File: src/rtl/wb_stage.sv
// Writeback stage: registers ALU results, or waits for load data, aligns and extends it, and drives the register-file write port.
// Optional macro WB_INSTRET_EN adds a 32-bit retired-instruction counter output (instret).
module wb_stage #(
    parameter int XLEN = 32
) (
    input  logic            clk,
    input  logic            reset,
    input  logic            in_valid,
    output logic            in_ready,
    input  logic [4:0]      in_rd,
    input  logic            in_reg_write,
    input  logic [XLEN-1:0] in_alu_result,
    input  logic            in_is_load,
    input  logic [2:0]      in_funct3,
    input  logic [1:0]      in_addr_lo,
    input  logic            mem_rvalid,
    input  logic [XLEN-1:0] mem_rdata,
    output logic [4:0]      write_addr,
    output logic [XLEN-1:0] write_data,
    output logic            write_enable,
    output logic            load_err,
`ifdef WB_INSTRET_EN
    output logic [31:0]     instret,
`endif
    output logic            busy
);

    typedef enum logic {IDLE, LOAD_WAIT} state_t;

    state_t      state_reg;
    logic [4:0]  rd_reg;
    logic        reg_write_reg;
    logic [2:0]  funct3_reg;
    logic [1:0]  addr_lo_reg;

    logic [7:0]      byte_lane [4];
    logic [7:0]      byte_sel;
    logic [15:0]     half_sel;
    logic [XLEN-1:0] load_data;
    logic            load_ok;
    logic            accept_alu;
    logic            accept_load;
    logic            load_done;

    genvar gi;
    generate
        for (gi = 0; gi < 4; gi++) begin : g_lane
            assign byte_lane[gi] = mem_rdata[8*gi +: 8];
        end
    endgenerate

    assign in_ready    = (state_reg == IDLE);
    assign busy        = (state_reg == LOAD_WAIT);
    assign accept_alu  = in_ready && in_valid && !in_is_load;
    assign accept_load = in_ready && in_valid && in_is_load;
    assign load_done   = (state_reg == LOAD_WAIT) && mem_rvalid;

    assign byte_sel = byte_lane[addr_lo_reg];
    assign half_sel = addr_lo_reg[1] ? mem_rdata[31:16] : mem_rdata[15:0];

    // Alignment and legality of the pending load, evaluated against the returning word.
    always_comb begin
        load_data = '0;
        load_ok   = 1'b0;
        case (funct3_reg)
            3'b000: begin
                load_data = {{24{byte_sel[7]}}, byte_sel};
                load_ok   = 1'b1;
            end
            3'b001: begin
                load_data = {{16{half_sel[15]}}, half_sel};
                load_ok   = !addr_lo_reg[0];
            end
            3'b010: begin
                load_data = mem_rdata;
                load_ok   = (addr_lo_reg == 2'b00);
            end
            3'b100: begin
                load_data = {24'd0, byte_sel};
                load_ok   = 1'b1;
            end
            3'b101: begin
                load_data = {16'd0, half_sel};
                load_ok   = !addr_lo_reg[0];
            end
            default: begin
                load_data = '0;
                load_ok   = 1'b0;
            end
        endcase
    end

    always_ff @(posedge clk or negedge reset) begin
        if (!reset) begin
            state_reg     <= IDLE;
            rd_reg        <= '0;
            reg_write_reg <= 1'b0;
            funct3_reg    <= '0;
            addr_lo_reg   <= '0;
            write_addr    <= '0;
            write_data    <= '0;
            write_enable  <= 1'b0;
            load_err      <= 1'b0;
        end else begin
            write_enable <= 1'b0;
            load_err     <= 1'b0;
            case (state_reg)
                IDLE: begin
                    if (accept_load) begin
                        rd_reg        <= in_rd;
                        reg_write_reg <= in_reg_write;
                        funct3_reg    <= in_funct3;
                        addr_lo_reg   <= in_addr_lo;
                        state_reg     <= LOAD_WAIT;
                    end else if (accept_alu && in_reg_write && (in_rd != 5'd0)) begin
                        write_enable <= 1'b1;
                        write_addr   <= in_rd;
                        write_data   <= in_alu_result;
                    end
                end
                LOAD_WAIT: begin
                    if (mem_rvalid) begin
                        state_reg <= IDLE;
                        if (!load_ok) begin
                            load_err <= 1'b1;
                        end else if (reg_write_reg && (rd_reg != 5'd0)) begin
                            write_enable <= 1'b1;
                            write_addr   <= rd_reg;
                            write_data   <= load_data;
                        end
                    end
                end
                default: state_reg <= IDLE;
            endcase
        end
    end

`ifdef WB_INSTRET_EN
    // Counts every retirement, including suppressed and faulting writes.
    always_ff @(posedge clk or negedge reset) begin
        if (!reset) begin
            instret <= '0;
        end else if (accept_alu || load_done) begin
            instret <= instret + 32'd1;
        end
    end
`endif

endmodule

File: config.mk
export PLATFORM = sky130hd
export DESIGN_NAME = wb_stage
export DESIGN_NICKNAME = d
export VERILOG_FILES = /design/src/rtl/wb_stage.sv
export SDC_FILE = /design/constraint.sdc
export NUM_CORES = 1
export LEC_CHECK = 0
export ABC_AREA = 1
export BUFFER_PORTS_ARGS = -buffer_cell sky130_fd_sc_hd__buf_4
export CAP_MARGIN = 20
export CELL_PAD_IN_SITES_DETAIL_PLACEMENT = 1
export CELL_PAD_IN_SITES_GLOBAL_PLACEMENT = 1
export CORE_MARGIN = 1.5
export CORE_UTILIZATION = 33
export DETAILED_ROUTE_END_ITERATION = 6
export GPL_ROUTABILITY_DRIVEN = 1
export PLACE_DENSITY = 0.91
export SYNTH_ARGS = -nofsm -noshare
export SYNTH_HDL_FRONTEND = slang
export SYNTH_SLANG_ARGS = --single-unit
File: constraint.sdc
create_clock -name clk -period 1.8 [get_ports clk]
set_clock_uncertainty 0.1 [all_clocks]
set_input_delay 0 -clock clk [delete_from_list [all_inputs] [get_ports clk]]
set_output_delay 0 -clock clk [all_outputs]
set_load 0.01 [all_outputs]
==> metrics.yaml <==
clock.fmax_ghz: 0.5969
gp_congestion: 0.8174
core_mm2: 0.009819
final-instance-count-excl-fill: 846
post-route-drc-count: 0
cts-htree-levels: 2
hold_viol: 0
timing.critical_path.arrival_ns: 1.81
postSynthRegisterBits: 51
fp.dieH_um: 103.8
cp-start-kind: "flop"
final.min_clock_period_ns: 1.675
tritoncts: "yes"
area.growth.synth_to_final_pct: 48.77
place_hpwl_um: 8783
ys_seq_area_share_pct: 38.03
most_used_cells_in_the_layout_excluding_fill_and_tap_cells: "nand2_1 (326), buf_4 (132), dfrtp_1 (50), dlygate4sd3_1 (47), nor2_1 (45)"
die_x_um: 103.8
drt_pre_antenna_iters: 4
layout.nets: 792
maxCapViolCount: 0
detail-route-antenna-nets: 0
detailedPlace.worstSlack_ns: 0.04127
gr-total-overflow: 0
synth_edf_count: 0
final_slew_viol_count: 0
post_dp_cell_area_mm2: 0.004355
run_status: "complete, no violations"
postRouteWirelength_um: 13200
clkSinkCount: 51
n_fill_cell: 1329
critical_path.startpoint: "addr_lo_reg[1]"
period_share_pct: 93.07
route.vias.total: 4064
initialDrtViolationCount: 175
cts.root.buffer_cell: "clkbuf_8"
required_worst_endpoint_ns: 1.93
power.static_leakage_nw: 2.910
setup.reg_to_reg.worst_slack_ns: 0.12
drive_gt1_share_pct: 22.58
timing.max_slew.rel_slack_pct: 54.25
clk_path_buf_depth: 2
grt_first_pass_wirelength_um: 21850
floorplan.initialDensity_pct: 34.17
path_max_fanout: 13
largest_register_ffs: 32
worstHoldPathType: "in2reg"
num_rows: 36
worst-r2r-cell-count: 11
synthesis.yosys.warnings: 0
final_area_mm2: 0.004992
detail_route.wl_per_cell_um: 15.61
place.detailed.instances: 788
via_count_of_the_first_global_routing_pass: 4515
grt_max_degree: 52
postSynth.asyncResetShare_pct: 100.0
mappedNetlistNets: 631
worst_ir_drop_vdd_mv: 0.4161
io_buffers: 120
post_synthesis_cell_count: 551
distinct_cells_synth: 24
route.detailed.vias_per_inst: 4.804
critical_path.endpoint: "write_data[31]"
final_common_cell: "nand2_1"
crit-reg2reg-capture: "write_data[31]"
post-route-worst-setup-slack_ns: 0.1247
floorplan.io_pins: 121
antenna-diode-count: 0
setup_violations: 0
mappedNetlistArea_mm2: 0.003356
clk_transition_reported_paths_ns: 0.11
worst_skew_pair.late_latency_ns: 0.32
max_slew.worst_pin.slew_ns: 0.6863
synth_area_per_cell_um2: 6.090
cts_inserted_buffers: 5
groute.usage.overall_pct: 25.37
path_class: "reg2reg"
antenna_violations_before_repair: 0
timing.critical_path.to_type: "flop"
fin_setup_tns_ns: 0
synthFlopType: "dfrtp_1"
power-per-cell-area_mw_per_mm2: 980.6
r2r-start: "addr_lo_reg[1]"
report.power.total_w: 0.004895
floorplan.die_area_mm2: 0.01078
cell type report:
cell class / instances / area, um^2 / share of cell area, %
clock inverter: 3 / 28.78 / 0.5764
sequential: 51 / 1277 / 25.59
tap: 133 / 166.4 / 3.333
multi-input combinational: 431 / 1764 / 35.34
inverter: 41 / 165.2 / 3.308
timing repair buffer: 182 / 1521 / 30.48
clock buffer: 5 / 68.82 / 1.378
worst min-delay path by stage:
stage                       from        endpoint  depth (start not counted)
floorplan                  reset  addr_lo_reg[0]                          0
CTS                   in_is_load   funct3_reg[2]                          3
finish              mem_rdata[2]   write_data[2]                          7
detailed placement         reset  write_data[13]                          1
global placement           reset  write_data[13]                          1
global route          in_is_load   funct3_reg[2]                          3
per-stage QoR:
step	utilization (%)	hold WS, ns
after CTS	50.19	0.004476
after global routing	50.84	0.02586
after floorplan	-	-0.3956
final	50.84	0.01300
after detailed placement	44.36	-0.01914
after global placement	44.36	-0.03227
report_power, final:
| part | switching, W | leakage [nW] | internal (W) |
|---|---|---|---|
| combinational | 0.00126 | 2.22 | 0.00105 |
| clock | 0.000475 | 0.0502 | 0.000290 |
| sequential | 0.000282 | 0.639 | 0.00153 |
cell families after synthesis:
logic type | synth area share, %
multiplexers | 0.6711
AO/OA/AOI/OAI | 3.952
buffers and inverters | 10.18
flip-flops | 38.03
AND/OR/NAND/NOR | 47.17
cells in the mapped netlist, types with 3 or more instances:
cell type / n / area (um^2)
buf_4: 4 / 30.03
clkbuf_1: 6 / 22.52
buf_1: 3 / 11.26
dfrtp_1: 51 / 1276
nor2_1: 46 / 172.7
a21oi_1: 4 / 20.02
inv_2: 4 / 15.01
buf_2: 8 / 40.04
inv_1: 36 / 135.1
buf_6: 7 / 78.83
nand3_1: 23 / 115.1
nand2_1: 326 / 1224
o21ai_0: 19 / 95.09
metal layers:
metal	up-vias	part of all wire (%)	wire, um	GRT usage [%]
li1	1971	-	-	-
met1	1986	41	5420	28.38
met2	94	53	7010	48.91
met3	13	4.8	635	5.412
met4	0	1.0	136	5.159
met5	-	0	0	0
critical path: stages, from the launching register on:
cell	delay [ns]
dfrtp_1	0.45
inv_4	0.16
nand2_1	0.09
nand2_1	0.13
nor2_4	0.06
buf_12	0.13
nor2_1	0.11
nand2_1	0.08
nand2_1	0.09
nand2_1	0.06
nand2_1	0.06
nand2_1	0.05
timing repair:
| action | 4_1_cts | 5_1_grt |
|---|---|---|
| hold endpoints to repair | 99 | 0 |
| setup endpoints to repair | 1 | 37 |
| resized for setup | 1 | 7 |
| hold buffers | 47 | 0 |
| setup buffers | 0 | 3 |
| pin swaps | 0 | 1 |
No activity file was read; power rests on OpenSTA's default activity.
